<file path="src/rtl/tof_i2c_sequencer.sv">
// Autonomous I2C command sequencer for the ToF sensor: replays an init table, starts
// ranging, then loops poll / distance read / interrupt clear with retry and fault tracking.
module tof_i2c_sequencer #(
  parameter logic [6:0]  SLAVE_ADDR     = 7'h29,
  parameter logic [7:0]  INIT_LEN       = 8'd4,
  parameter int          MAX_RETRY      = 2,
  parameter logic [15:0] POLL_MAX       = 16'd1000,
  parameter logic [15:0] ACCEPT_TIMEOUT = 16'd255
) (
  input  logic        clock,
  input  logic        reset,
  input  logic        enable,
  output logic [7:0]  tbl_idx,
  input  logic [23:0] tbl_entry,
  output logic        i2c_start,
  output logic        i2c_is_read,
  output logic [6:0]  i2c_slave_addr,
  output logic [15:0] i2c_reg_addr,
  output logic [7:0]  i2c_data_in,
  output logic [9:0]  i2c_nb_bytes,
  input  logic        i2c_ready,
  input  logic        i2c_error,
  input  logic [15:0] i2c_data_out,
  output logic [15:0] distance,
  output logic        distance_valid,
  output logic        init_done,
  output logic        busy,
  output logic        fault,
  output logic [2:0]  fault_code
);

  localparam logic [7:0] RETRY_LIM = 8'(MAX_RETRY);
  localparam logic [2:0] FC_I2C    = 3'd1;
  localparam logic [2:0] FC_POLL   = 3'd2;
  localparam logic [2:0] FC_ACCEPT = 3'd3;

  typedef enum logic [2:0] {
    S_IDLE, S_INIT, S_START_RNG, S_POLL, S_READ_DIST, S_CLR_INT, S_FAULT
  } state_t;

  typedef enum logic [1:0] {P_ISSUE, P_ACCEPT, P_DONE} phase_t;

  state_t      state, state_nx;
  phase_t      phase, phase_nx;
  logic [7:0]  tbl_idx_nx, retry, retry_nx;
  logic [15:0] poll_cnt, poll_cnt_nx, timer, timer_nx;
  logic        init_done_nx, fault_nx, start_nx, dv_nx;
  logic [2:0]  fault_code_nx;
  logic [15:0] distance_nx;
  logic        rd_nx;
  logic [15:0] reg_nx;
  logic [7:0]  din_nx;
  logic [9:0]  nb_nx;
  logic        cmd_rd;
  logic [15:0] cmd_reg;
  logic [7:0]  cmd_data;
  logic [9:0]  cmd_nb;

  assign i2c_slave_addr = SLAVE_ADDR;
  assign busy           = (phase != P_ISSUE);

  always_comb begin
    state_nx      = state;
    phase_nx      = phase;
    tbl_idx_nx    = tbl_idx;
    retry_nx      = retry;
    poll_cnt_nx   = poll_cnt;
    timer_nx      = timer;
    init_done_nx  = init_done;
    fault_nx      = fault;
    fault_code_nx = fault_code;
    distance_nx   = distance;
    dv_nx         = 1'b0;
    start_nx      = 1'b0;
    rd_nx         = i2c_is_read;
    reg_nx        = i2c_reg_addr;
    din_nx        = i2c_data_in;
    nb_nx         = i2c_nb_bytes;
    cmd_rd        = 1'b0;
    cmd_reg       = 16'h0000;
    cmd_data      = 8'h00;
    cmd_nb        = 10'd1;

    case (state)
      S_INIT:      begin cmd_reg = tbl_entry[23:8]; cmd_data = tbl_entry[7:0]; end
      S_START_RNG: begin cmd_reg = 16'h0087; cmd_data = 8'h40; end
      S_POLL:      begin cmd_rd = 1'b1; cmd_reg = 16'h0031; end
      S_READ_DIST: begin cmd_rd = 1'b1; cmd_reg = 16'h0096; cmd_nb = 10'd2; end
      S_CLR_INT:   begin cmd_reg = 16'h0086; cmd_data = 8'h01; end
      default: ;
    endcase

    case (state)
      S_IDLE: begin
        if (enable) begin
          state_nx = init_done ? S_START_RNG : S_INIT;
          phase_nx = P_ISSUE;
          retry_nx = 8'd0;
        end
      end
      S_FAULT: begin
        // Leaving FAULT forces a full re-init on the next enable.
        if (!enable) begin
          state_nx      = S_IDLE;
          fault_nx      = 1'b0;
          fault_code_nx = 3'd0;
          init_done_nx  = 1'b0;
          tbl_idx_nx    = 8'd0;
          retry_nx      = 8'd0;
          poll_cnt_nx   = 16'd0;
        end
      end
      default: begin
        case (phase)
          P_ISSUE: begin
            if (i2c_ready) begin
              start_nx = 1'b1;
              rd_nx    = cmd_rd;
              reg_nx   = cmd_reg;
              din_nx   = cmd_data;
              nb_nx    = cmd_nb;
              timer_nx = 16'd0;
              phase_nx = P_ACCEPT;
            end
          end
          P_ACCEPT: begin
            if (!i2c_ready) begin
              phase_nx = P_DONE;
            end else if (timer == ACCEPT_TIMEOUT - 16'd1) begin
              state_nx      = S_FAULT;
              phase_nx      = P_ISSUE;
              fault_nx      = 1'b1;
              fault_code_nx = FC_ACCEPT;
            end else begin
              timer_nx = timer + 16'd1;
            end
          end
          P_DONE: begin
            if (i2c_ready) begin
              phase_nx = P_ISSUE;
              if (i2c_error) begin
                // Retries run even with enable low so the transaction always completes.
                if (retry < RETRY_LIM) begin
                  retry_nx = retry + 8'd1;
                end else begin
                  state_nx      = S_FAULT;
                  fault_nx      = 1'b1;
                  fault_code_nx = FC_I2C;
                end
              end else begin
                retry_nx = 8'd0;
                case (state)
                  S_INIT: begin
                    if (tbl_idx == INIT_LEN - 8'd1) begin
                      init_done_nx = 1'b1;
                      state_nx     = enable ? S_START_RNG : S_IDLE;
                    end else begin
                      tbl_idx_nx = tbl_idx + 8'd1;
                      state_nx   = enable ? S_INIT : S_IDLE;
                    end
                  end
                  S_START_RNG: begin
                    poll_cnt_nx = 16'd0;
                    state_nx    = enable ? S_POLL : S_IDLE;
                  end
                  S_POLL: begin
                    if (!i2c_data_out[0]) begin
                      state_nx = enable ? S_READ_DIST : S_IDLE;
                    end else if (poll_cnt + 16'd1 == POLL_MAX) begin
                      state_nx      = S_FAULT;
                      fault_nx      = 1'b1;
                      fault_code_nx = FC_POLL;
                    end else begin
                      poll_cnt_nx = poll_cnt + 16'd1;
                      state_nx    = enable ? S_POLL : S_IDLE;
                    end
                  end
                  S_READ_DIST: begin
                    distance_nx = i2c_data_out;
                    dv_nx       = 1'b1;
                    state_nx    = enable ? S_CLR_INT : S_IDLE;
                  end
                  S_CLR_INT: begin
                    poll_cnt_nx = 16'd0;
                    state_nx    = enable ? S_POLL : S_IDLE;
                  end
                  default: state_nx = S_IDLE;
                endcase
              end
            end
          end
          default: phase_nx = P_ISSUE;
        endcase
      end
    endcase
  end

  always_ff @(posedge clock or posedge reset) begin
    if (reset) begin
      state          <= S_IDLE;
      phase          <= P_ISSUE;
      tbl_idx        <= 8'd0;
      retry          <= 8'd0;
      poll_cnt       <= 16'd0;
      timer          <= 16'd0;
      init_done      <= 1'b0;
      fault          <= 1'b0;
      fault_code     <= 3'd0;
      distance       <= 16'd0;
      distance_valid <= 1'b0;
      i2c_start      <= 1'b0;
      i2c_is_read    <= 1'b0;
      i2c_reg_addr   <= 16'd0;
      i2c_data_in    <= 8'd0;
      i2c_nb_bytes   <= 10'd0;
    end else begin
      state          <= state_nx;
      phase          <= phase_nx;
      tbl_idx        <= tbl_idx_nx;
      retry          <= retry_nx;
      poll_cnt       <= poll_cnt_nx;
      timer          <= timer_nx;
      init_done      <= init_done_nx;
      fault          <= fault_nx;
      fault_code     <= fault_code_nx;
      distance       <= distance_nx;
      distance_valid <= dv_nx;
      i2c_start      <= start_nx;
      i2c_is_read    <= rd_nx;
      i2c_reg_addr   <= reg_nx;
      i2c_data_in    <= din_nx;
      i2c_nb_bytes   <= nb_nx;
    end
  end

endmodule

</file>
<file path="config.mk">
export PLATFORM = sky130hd
export DESIGN_NAME = tof_i2c_sequencer
export DESIGN_NICKNAME = d
export VERILOG_FILES = /design/src/rtl/tof_i2c_sequencer.sv
export SDC_FILE = /design/constraint.sdc
export NUM_CORES = 1
export LEC_CHECK = 0
export ABC_AREA = 1
export BUFFER_PORTS_ARGS = -buffer_cell sky130_fd_sc_hd__clkbuf_2
export CORE_UTILIZATION = 35
export CTS_CLUSTER_DIAMETER = 100
export DETAILED_ROUTE_END_ITERATION = 6
export PLACE_DENSITY = 0.52
export SETUP_SLACK_MARGIN = 0.4
export SYNTH_ARGS = -nofsm -noshare
export SYNTH_HDL_FRONTEND = slang
export SYNTH_SLANG_ARGS = --single-unit
</file>
<file path="constraint.sdc">
create_clock -name clock -period 9.5 [get_ports clock]
set_clock_uncertainty 0.1 [all_clocks]
set_input_delay 1.9 -clock clock [delete_from_list [all_inputs] [get_ports clock]]
set_output_delay 1.9 -clock clock [all_outputs]
set_load 0.1 [all_outputs]
</file>
* Word level (Yosys, flattened, before mapping)
Index checks and enable logic that the tools add are counted.
Storage, ports and cells: input bits 45, memories 0, flip-flop bits (word level) 111, word-level logic and storage cells 176, RAM bits 0, bits in read-only memories 0, output and inout port bits 74, bits in latches 0
Operators by class: divide/modulo/power cells 0, muxes and demuxes 90, reductions and logical operators 26, $add $sub $neg 4, bitwise logic cells 4, magnitude comparators 1, $mul 0, eq/ne operators 35, shift operators 0
Operator list (number):
- $mux W16 | 9
- $pmux W16 S2 | 3
- $mux W8 | 11
- $pmux W16 S5 | 1
- $mux W3 | 19
- $add A16 B1 Y16 const B | 2
- $pmux W8 S2 | 2
- $mux W1 | 24
- $pmux W3 S2 | 4
- $pmux W8 S3 | 1
- $reduce_and A7 Y1 | 3
- $mux W2 | 10
- $reduce_and A5 Y1 | 4
- $add A8 B1 Y8 const B | 2
- $eq A16 B10 Y1 const B | 1
- $eq A16 B8 Y1 const B | 1
- $ne A4 B3 Y1 const B | 4
- $ne A3 B2 Y1 const B | 4
- $ne A4 B4 Y1 const B | 3
- $pmux W3 S4 | 1
- $reduce_bool A2 Y1 | 6
- $reduce_bool A3 Y1 | 4
- $ne A2 B2 Y1 const B | 5
- $reduce_and A10 Y1 | 1
- 22 further kinds | 35

* Depth between registers and ports, before layout
Gate-level depths: netlist of the first run.
depth in word-level cells 9, gate-level depth with buffers 16, gate-level depth less buffers 16

* Least setup slack after synthesis of the first run
OpenSTA, ideal clock, no wires.
path type input-to-reg, start input i2c_error, end register distance[15], stages on the path 5, setup time 0.125 ns, data arrival time 2.943 ns, buffers on the path 1, path slack 6.332 ns, path through nor2_2 inv_2 nor3_4 buf_4 mux2_2
On the way: longest elaborated chain between the ends 2
Ends and longest elaborated chain:
- from (decl) | line 22 | input logic i2c_error,
- $not A1 Y1 (no line)
- $reduce_and A5 Y1 (no line)
- to (signal assigned) | line 226 | distance <= distance_nx;
- to (decl) | line 24 | output logic [15:0] distance,
No other way between the ends. A chain may end at the register's enable or synchronous reset.

* Worst setup path in the final report of the first run
start input i2c_ready, end register timer[12]
On the way: longest elaborated chain between the ends 2, elaborated cells on any way between the ends 3, those cells by class eq/ne: 2; reduce/logical: 1
Ends and longest elaborated chain:
- from (decl) | line 21 | input logic i2c_ready,
- $ne A2 B2 Y1 (no line)
- $reduce_and A5 Y1 (no line) (*)
- to (signal assigned) | line 222 | timer <= timer_nx;
- to (decl) | line 46 | logic [15:0] poll_cnt, poll_cnt_nx, timer, timer_nx;
Every way passes the cells marked *; elsewhere a longest branch is shown, timed or not.

==> metrics.csv, run 1 <==
stage,metric,value,unit
sta,hold slack,0.385,ns
sta,final setup vio count,0,
floorplanning,area of the core,15300,µm²
global_route,largest net degree at the start of global routing,63,
floorplanning,Die H,127,µm
detailed_routing,DRC Markers,0,
floorplanning,row count,45,
sta,"Slew Viols, Final",0,
logic_synthesis,Main synth FF type,dfrtp_1,
logic_synthesis,register area share after synthesis,0.464,
sta,Final min period,3.72,ns
floorplanning,die area,16200,µm²
logic_synthesis,top post-synthesis cells by area,"dfrtp_1 46%, nand2_1 12%, inv_1 5.1%",
critical_path,CP Capture Type,flip-flop,
global_route,first-pass GRT wire length,22.8,mm
cts,"Setup Fix Bufs, Post-CTS",0,
cts,CTS tree,done,
cts,Clock Latency Late Sink,0.36,ns
logic_synthesis,Mean Syn Cell Area,7.97,µm²
cts,Worst-path clk slew,0.07,ns
cts,hold_buf cts,0,
critical_path,arrival time at the worst endpoint,3.92,ns
sta,setup TNS,0,ns
global_route,vias in the first global route,4593,
detailed_routing,routed wire length,13.6,mm
logic_synthesis,post-synthesis register bit count,102,
run_status,status,"finished, final reports clean",
critical_path,worst-path maximum fanout,62,
logic_synthesis,number of synthesized flops with an enable pin,0,
cts,clk sinks,102,
critical_path,crit-path leading delay family,simple AND/OR/NAND/NOR gates,
layout,"Design Area, Final",6450,µm²
layout,Layout area overhead,17.2,%
critical_path,kind of critical path,input port to flip-flop,
logic_synthesis,"top cells by count, synth","172 x nand2_1, 102 x dfrtp_1, 75 x inv_1",
logic_synthesis,ys async rst share,1.00,
cts,# H-tree levels,3,
pwr,P_leak,3.13,nW
layout,Final Util,0.423,
sta,fin crit share,0.391,
sta,FMAX,269,MHz
run,max-cap violations,0,
placed_design,I/O Buffers,102,
critical_path,cells along the critical path,"clkbuf_2, inv_1, nor3_4, nand2_2, nand2_4, inv_4, nor2_8, nand4_1, a21oi_1, o21a_1",
cts,Post-CTS Resized,0,
detailed_routing,Final ANT Viol Nets,0,
global_route,initial antenna violation count,0,
placed_design,GPL Wtd Cong,0.881,
detailed_routing,post-DR vias/cell,4.79,
pwr,post-layout power,2.09,mW
floorplanning,Starting Density,0.361,
layout,layout cell share with drive strength beyond 1,0.212,
critical_path,CP bufs+invs,3,
pwr,Power Density,325,nW/µm²
logic_synthesis,Gate Count Post-Synth,691,
hold_path,Min-Delay Path Class,flip-flop to flip-flop,
cts,Clock Path Buffers,2,
critical_path,Critical-path top delay cell,nand2_2,
logic_synthesis,synth unique cells,43,
layout,antenna fix cells,0,
logic_synthesis,cell type with the largest total area after synthesis,dfrtp_1,
critical_path,Critical Path RT,9.70,ns
cts,clock buffer count from CTS,9,
layout,Layout Nets,838,
sta,RSZ-0062 raised after global routing,false,
global_route,Tot GR Track Use,0.177,
floorplanning,Ports,119,
sta,Final Hold Vio Count,0,
pwr,Peak VDD IR,0.000233,V
sta,pin slew with the least headroom to its limit,0.961,ns
placed_design,Placement Cell Area,6150,µm²
logic_synthesis,most instantiated library cell after synthesis,nand2_1,
placed_design,DPL Wire Length,9.81,mm
detailed_routing,DR vias,4797,
sta,Slew headroom,0.357,
logic_synthesis,Syn Std Cell Area,5500,µm²
floorplanning,die width,127,µm
logic_synthesis,yosys warns,0,
detailed_routing,DR iter-0 viols,315,
detailed_routing,drt first pass iters,7,
logic_synthesis,share of the synthesized area in the top cell type,0.464,
detailed_routing,routed length per instance,13.5,µm
critical_path,biggest cell delay along the critical path,0.56,ns
cts,CTS Root Cell,clkbuf_16,
global_route,grt ovf,0,
critical_path,Worst setup SP type,input port,
[registers in the layout, indices dropped and copies added (netlist names), 3 cells and up]
signal / cells
distance: 16
i2c_reg_addr: 16
poll_cnt: 16
timer: 16
i2c_data_in: 8
retry: 8
tbl_idx: 8
state: 3
[cells by family after synthesis]
group,synth area share
AND/OR/NAND/NOR,0.285
flip-flops,0.464
other,0.00136
adder cells (fa/ha/maj),0.0136
XOR/XNOR,0.00955
AO/OA/AOI/OAI,0.102
multiplexers,0.0307
buffers and inverters,0.0939
[final timing paths]
check                               start             end  slack, ns  cells past startpoint
worst max register to register   state[2]       timer[12]       6.50                      7
worst min-delay path                fault           fault       0.39                      2
max in group asynchronous           reset    poll_cnt[15]       6.63                      3
worst max-delay path            i2c_ready       timer[12]       5.78                     10
min in group asynchronous           reset  i2c_data_in[5]       1.47                      2
worst min register to register      fault           fault       0.39                      2
[placed cells by master, fill, tap and decap left out, drive strengths merged, types with 15 or more instances in the layout]
| cell type | netlist | layout |
|---|---|---|
| nand2 | 178 | 178 |
| clkbuf | 11 | 112 |
| dfrtp | 102 | 102 |
| inv | 83 | 83 |
| nor2 | 63 | 63 |
| o21ai | 61 | 61 |
| nand3 | 54 | 54 |
| a21oi | 27 | 27 |
| nand4 | 19 | 19 |
| conb | 2 | 16 |
| mux2 | 15 | 15 |
| nor3 | 15 | 15 |
[area by class of cell]
type | instances | area [µm²]
clock inverter | 5 | 60.1
timing repair buffer | 104 | 526
clock buffer | 10 | 239
fill | 1572 | 8810
sequential | 102 | 2550
inverter | 84 | 320
tap | 211 | 264
multi-input combinational | 486 | 2490
[tightest hold or removal path, delay by kind of cell, from the launching register on]
kind,cells,cell delay [ns]
DFF,1,0.35
and+or+nand+nor,2,0.11
[through the flow]
| stage | setup slack [ns] | cells |
|---|---|---|
| after global placement | 5.49 | 987 |
| after floorplan | 4.82 | 705 |
| after CTS | 5.77 | 1002 |
| final | 5.78 | 1002 |
| after global routing | 5.55 | 1002 |
| after detailed placement | 5.40 | 987 |
[power breakdown]
part / total, mW / internal (mW) / switching (mW)
Sequential: 0.604 / 0.528 / 0.0754
Combinational: 1.11 / 0.185 / 0.926
Clock: 0.379 / 0.210 / 0.168
[layer usage]
metal	vias to the layer above	track usage	part of all wire
met5	-	0	0
met1	2247	0.240	0.47
met3	18	0.0327	0.048
met4	0	0.0721	0.019
li1	2406	-	-
met2	126	0.278	0.46
Note: power is estimated with default switching activity, not from simulation.
==> inputs of run 2 (changes only) <==
Settings changed: PLACE_DENSITY 0.52 to 0.54.
Clock period 9.5 ns to 3.25 ns, I/O delays scaled along.
==> run 2 against run 1 <==
Effect of this change: largest power group unchanged; cell area increased by 0.49%; first-iteration DRC count down 7.0%; highest routed layer unchanged; non-clock buffer count rose by 3; critical path type is now flip-flop to flip-flop; wire length shrank 1.7%.
==> metrics.csv, run 2 (synthesis gave the netlist of run 1 again) <==
stage,metric,value,unit,change
run_status,status,"finished, final reports clean",,
cts,# H-tree levels,3,,unchanged
detailed_routing,Final ANT Viol Nets,0,,unchanged
critical_path,worst-path maximum fanout,32,,-48%
sta,final setup vio count,0,,unchanged
detailed_routing,routed length per instance,13.3,µm,-2.1%
layout,Final Non-Filler Cells,1006,,+0.40%
placed_design,placed cells,990,,+0.30%
placed_design,DPL Wire Length,9.64,mm,-1.7%
critical_path,Worst setup SP type,flip-flop,,
critical_path,cells along the critical path,"inv_1, nor2_1, a21oi_2, buf_4, nand2_1, nor2_1, nor3_1, nand3_4, nand2_1, o21ai_1",,
cts,hold_buf cts,0,,unchanged
detailed_routing,DR vias,4785,,-0.25%
sta,Final Hold Vio Count,0,,unchanged
critical_path,crit-path leading delay family,simple AND/OR/NAND/NOR gates,,
layout,Layout Nets,841,,+0.36%
cts,Clock Latency Late Sink,0.35,ns,about the same
floorplanning,Die H,127,µm,unchanged
layout,"commonest non-fill, non-tap cell in the layout",nand2_1,,
sta,fin crit share,0.761,,
pwr,Power Density,942,nW/µm²,+190%
global_route,grt ovf,0,,unchanged
detailed_routing,post-DR vias/cell,4.76,,-0.65%
cts,Worst-path clk slew,0.07,ns,about the same
detailed_routing,DRC Markers,0,,unchanged
critical_path,Critical Path RT,3.37,ns,-6.33 ns
floorplanning,row count,45,,unchanged
layout,Layout area overhead,17.7,%,
placed_design,GPL Wtd Cong,0.853,,-3.2%
layout,antenna fix cells,0,,unchanged
critical_path,CP Capture Type,flip-flop,,
cts,Clock Path Buffers,2,,unchanged
global_route,largest net degree at the start of global routing,103,,+63%
layout,layout cell share with drive strength beyond 1,0.214,,+0.00145
global_route,first-pass GRT wire length,22.6,mm,-1.1%
sta,"Slew Viols, Final",0,,unchanged
floorplanning,area of the core,15300,µm²,unchanged
pwr,P_leak,3.14,nW,+0.23%
sta,FMAX,404,MHz,
sta,pin slew with the least headroom to its limit,0.807,ns,-0.154 ns
detailed_routing,DR iter-0 viols,293,,-7.0%
critical_path,arrival time at the worst endpoint,2.60,ns,-1.32 ns
floorplanning,die area,16200,µm²,unchanged
cts,CTS tree,done,,
layout,most frequent cells in the layout,"172 x nand2_1, 102 x dfrtp_1, 102 x clkbuf_2",,
layout,FILL cells,1519,,-3.4%
detailed_routing,routed wire length,13.3,mm,-1.7%
sta,Slew headroom,0.460,,+0.103
critical_path,kind of critical path,flip-flop to flip-flop,,
cts,clk sinks,102,,unchanged
hold_path,Min-Delay Path Class,input port to async pin,,
cts,clock buffer count from CTS,9,,unchanged
global_route,Tot GR Track Use,0.174,,-0.00285
floorplanning,Ports,119,,unchanged
layout,Final Util,0.425,,+0.00205
global_route,initial antenna violation count,0,,unchanged
critical_path,CP bufs+invs,2,,-1
critical_path,biggest cell delay along the critical path,0.54,ns,-0.02 ns
sta,hold slack,0.348,ns,-0.0367 ns
run,max-cap violations,0,,unchanged
global_route,vias in the first global route,4601,,+0.17%
placed_design,I/O Buffers,102,,unchanged
sta,setup TNS,0,ns,unchanged
pwr,post-layout power,6.10,mW,+190%
sta,Final min period,2.47,ns,
pwr,Peak VDD IR,0.000610,V,+160%
floorplanning,die width,127,µm,unchanged
detailed_routing,drt first pass iters,5,,-2
critical_path,Critical-path top delay cell,dfrtp_1,,
sta,RSZ-0062 raised after global routing,false,,
floorplanning,Starting Density,0.361,,unchanged
cts,CTS Root Cell,clkbuf_16,,
==> run 2: per-stage QoR <==
step           setup WS [ns]  instance area [µm²]
4_1_cts                0.590                 6470
5_1_grt                0.493                 6480
3_5_place_dp           0.635                 6190
2_1_floorplan          0.888                 5560
3_3_place_gp           0.689                 6190
6_report               0.776                 6480
==> run 2: routing by layer <==
| metal | global-route usage | vias up | part of all wire | wire length (µm) |
|---|---|---|---|---|
| met5 | 0 | - | 0 | 0 |
| met3 | 0.0322 | 14 | 0.057 | 761 |
| li1 | - | 2421 | - | - |
| met4 | 0.0630 | 0 | 0.015 | 205 |
| met2 | 0.273 | 129 | 0.45 | 6060 |
| met1 | 0.240 | 2221 | 0.47 | 6310 |
==> run 2: layout make-up <==
| class | instances | area [µm²] | share of cell area |
|---|---|---|---|
| flip-flops and latches | 102 | 2550 | 0.394 |
| multi-input cells | 486 | 2500 | 0.385 |
| repair buffers | 107 | 561 | 0.0865 |
| inverters | 84 | 322 | 0.0496 |
| well taps | 211 | 264 | 0.0407 |
| clock buffers | 12 | 236 | 0.0365 |
| clock inverters | 4 | 47.5 | 0.00734 |
==> run 2: report_power, final <==
part           switching (mW)  internal, mW
combinational            2.71         0.566
sequential              0.223          1.54
clock                   0.465         0.596
==> run 2: what timing repair did <==
action                                  CTS  global route
endpoints found under the setup margin    0            15
setup buffers                             0             0
gates resized for setup                   0             1
==> run 2: final timing paths <==
path,slack (ns),depth (start not counted),startpoint,endpoint
max,0.78,10,state[2],poll_cnt[14]
min,0.35,3,reset,i2c_data_in[4]
max reg2reg,0.78,10,state[2],poll_cnt[14]
min reg2reg,0.39,2,i2c_reg_addr[13],i2c_reg_addr[13]
max in group asynchronous,2.31,3,reset,tbl_idx[1]
min in group clock,0.39,2,i2c_reg_addr[13],i2c_reg_addr[13]
==> run 2: worst min-delay path: stages <==
cell	delay, ns
clkbuf_2	0.10
clkinvlp_4	0.07
buf_12	0.43
==> inputs of run 3 (changes only) <==
Settings changed: ABC_AREA 1 to 0, PLACE_DENSITY 0.54 to 0.55.
Clock period 3.25 ns to 2.1 ns, I/O delays scaled along.
==> run 3 against run 2 <==
Effect of this change: global-route usage grew 3.0 points; sequential power grew 60%; area after synthesis shrank 0.52%; sequential cell count is the same; combinational power grew 110%; largest cell class is now multi-input combinational cells; the run now ends with setup timing left; largest power group unchanged; non-clock buffer count grew 144.
==> metrics.csv, run 3 <==
stage,metric,value,unit,change
run_status,status,finished with violations,,
run_status,failing checks,setup timing,,
placed_design,placed cells,1003,,+1.3%
floorplanning,Die H,127,µm,-0.26%
detailed_routing,routed length per instance,14.7,µm,+11%
pwr,P_leak,3.99,nW,+27%
sta,"Slew Viols, Final",0,,unchanged
layout,FILL cells,1358,,-11%
floorplanning,area of the core,15300,µm²,unchanged
global_route,vias in the first global route,5192,,+13%
logic_synthesis,most instantiated library cell after synthesis,nand2_1,,
floorplanning,Ports,119,,unchanged
placed_design,Place WS,-0.522,ns,-1.16 ns
cts,Clock Latency Late Sink,0.35,ns,about the same
cts,# H-tree levels,3,,unchanged
global_route,largest net degree at the start of global routing,65,,-37%
sta,pin slew with the least headroom to its limit,0.540,ns,-0.267 ns
cts,CTS Root Cell,clkbuf_16,,
placed_design,GPL Wtd Cong,0.887,,+3.9%
logic_synthesis,post-synthesis register bit count,102,,unchanged
pwr,Peak VDD IR,0.000654,V,+7.1%
logic_synthesis,ys async rst share,1.00,,unchanged
pwr,Sw Share,0.484,,-0.0719
logic_synthesis,yosys warns,0,,unchanged
detailed_routing,DR vias,5385,,+13%
floorplanning,die area,16100,µm²,-0.51%
placed_design,Placement Cell Area,6980,µm²,+13%
sta,setup TNS,-7.17,ns,-7.17 ns
layout,"Design Area, Final",8280,µm²,+28%
run,max-cap violations,0,,unchanged
logic_synthesis,top post-synthesis cells by area,"dfrtp_1 47%, nand2_1 10%, nor2_1 3.7%",,
cts,clk sinks,102,,unchanged
layout,layout cell share with drive strength beyond 1,0.424,,+0.210
sta,Slew headroom,0.642,,+0.181
global_route,Tot GR Track Use,0.204,,+0.0303
global_route,first-pass GRT wire length,26.2,mm,+16%
cts,CTS tree,done,,
sta,hold slack,0.0453,ns,-0.303 ns
global_route,grt ovf,0,,unchanged
critical_path,Critical Path RT,2.24,ns,-1.13 ns
global_route,initial antenna violation count,0,,unchanged
detailed_routing,post-DR vias/cell,5.00,,+5.2%
critical_path,kind of critical path,flip-flop to flip-flop,,
cts,hold_buf cts,0,,unchanged
cts,Worst-path clk slew,0.07,ns,about the same
layout,Final Util,0.543,,+0.118
pwr,Psw,5.58,mW,+64%
sta,Final min period,2.50,ns,+0.0307 ns
layout,antenna fix cells,0,,unchanged
critical_path,CP Capture Type,flip-flop,,
logic_synthesis,number of synthesized flops with an enable pin,0,,unchanged
detailed_routing,drt first pass iters,5,,unchanged
sta,Final Hold Vio Count,0,,unchanged
floorplanning,Starting Density,0.359,,-0.00189
floorplanning,row count,45,,unchanged
sta,RSZ-0062 raised after global routing,true,,
cts,Clock Path Buffers,2,,unchanged
placed_design,I/O Buffers,102,,unchanged
logic_synthesis,synth unique cells,66,,+53%
logic_synthesis,Gate Count Post-Synth,634,,-8.2%
logic_synthesis,cell type with the largest total area after synthesis,dfrtp_1,,
detailed_routing,Final ANT Viol Nets,0,,unchanged
hold_path,Min-Delay Path Class,input port to async pin,,
logic_synthesis,Main synth FF type,dfrtp_1,,
logic_synthesis,share of the synthesized area in the top cell type,0.466,,+0.00244
sta,final setup vio count,24,,+24
sta,final worst slack,-0.405,ns,-1.18 ns
layout,Layout area overhead,51.2,%,
logic_synthesis,register area share after synthesis,0.466,,+0.00244
logic_synthesis,Mean Syn Cell Area,8.64,µm²,+8.4%
critical_path,worst-path maximum fanout,8,,-75%
cts,clock buffer count from CTS,9,,unchanged
placed_design,DPL Wire Length,11.0,mm,+14%
pwr,Gate power share,0.594,,+0.058
detailed_routing,DRC Markers,0,,unchanged
layout,Final Non-Filler Cells,1076,,+7.0%
pwr,post-layout power,11.5,mW,+89%
pwr,Pint,5.94,mW,+120%
detailed_routing,DR iter-0 viols,306,,+4.4%
pwr,Power Density,1390,nW/µm²,+48%
logic_synthesis,Syn Std Cell Area,5480,µm²,-0.52%
floorplanning,die width,127,µm,-0.26%
detailed_routing,routed wire length,15.9,mm,+19%
sta,fin crit share,1.19,,+0.432
critical_path,Worst setup SP type,flip-flop,,
layout,"commonest non-fill, non-tap cell in the layout",nand2_1,,
pwr,Clock power frac,0.160,,-0.014
critical_path,arrival time at the worst endpoint,2.65,ns,+0.05 ns
pwr,sequential power share,0.246,,-0.044
layout,most frequent cells in the layout,"136 x nand2_1, 110 x buf_4, 90 x dfrtp_1",,
sta,FMAX,399,MHz,-1.2%
logic_synthesis,"top cells by count, synth","147 x nand2_1, 102 x dfrtp_1, 54 x nor2_1",,
layout,Layout Nets,911,,+8.3%
==> run 3: cell count changes after synthesis, moves of 8 or more <==
cell      delta
inv_1       -63
nand3_1     -18
nand2_1     -25
xor2_1       +9
o21ai_0     -17
mux2_2      -12
o21ai_1     -19
or3_1        +9
clkbuf_1    +11
and3_1      +15
a21oi_1      +8
==> run 3: kinds of logic after synthesis <==
group                    count (synthesis)  synth area share
AO/OA/AOI/OAI                          123             0.152
XOR/XNOR                                16            0.0256
adder cells (fa/ha/maj)                  6            0.0137
buffers and inverters                   63            0.0578
flip-flops                             102             0.466
multiplexers                             4           0.00800
other                                    2           0.00137
AND/OR/NAND/NOR                        318             0.275
==> run 3: critical path, stage by stage, from the launching register on <==
cell and delay [ns]:
dfrtp_1 0.40, buf_6 0.11, buf_6 0.11, nand2_2 0.06
or4_4 0.51, nand2_2 0.08, a22oi_2 0.08, a21oi_4 0.37
buf_4 0.18, buf_6 0.08, nand3_1 0.07, a32o_1 0.22
==> run 3: per-layer routing <==
layer  GRT usage  up-vias  wire, µm
met5           0        -         0
met4      0.0525        0       162
met3      0.0335       11       563
met2       0.352      136      7560
met1       0.267     2598      7580
li1            -     2640         -
==> run 3: worst paths after layout <==
path,startpoint,slack [ns],cells after the start,to
min in group clock,i2c_data_out[4],0.15,3,distance[4]
min,reset,0.05,3,retry[4]
min reg2reg,i2c_data_in[1],0.36,2,i2c_data_in[1]
max reg2reg,poll_cnt[1],-0.40,11,poll_cnt[7]
max,poll_cnt[1],-0.40,11,poll_cnt[7]
max in group asynchronous,reset,1.40,3,poll_cnt[5]
==> run 3: power by group through the flow <==
| stage | sequential (mW) | combinational [mW] | clock [mW] |
|---|---|---|---|
| 2_1_floorplan | 4.76 | 2.38 | 0 |
| 3_3_place_gp | 2.82 | 5.71 | 0 |
| 3_5_place_dp | 2.84 | 5.76 | 0 |
| 4_1_cts | 2.82 | 6.66 | 1.90 |
| 5_1_grt | 2.90 | 7.26 | 1.97 |
| 6_report | 2.83 | 6.84 | 1.84 |
==> run 3: area by class of cell <==
| type | instances | area [µm²] | share of cell area |
|---|---|---|---|
| clock buffers | 12 | 246 | 0.0298 |
| clock inverters | 4 | 77.6 | 0.00937 |
| inverters | 13 | 61.3 | 0.00741 |
| multi-input cells | 483 | 3120 | 0.377 |
| flip-flops and latches | 102 | 2570 | 0.310 |
| well taps | 211 | 264 | 0.0319 |
| repair buffers | 251 | 1940 | 0.235 |
==> run 3: timing repair <==
item,in CTS,in global routing
gates resized for setup,124,40
buffers inserted,45,12
endpoints found under the hold margin,0,0
pin swaps,40,14
setup endpoints to repair,136,124
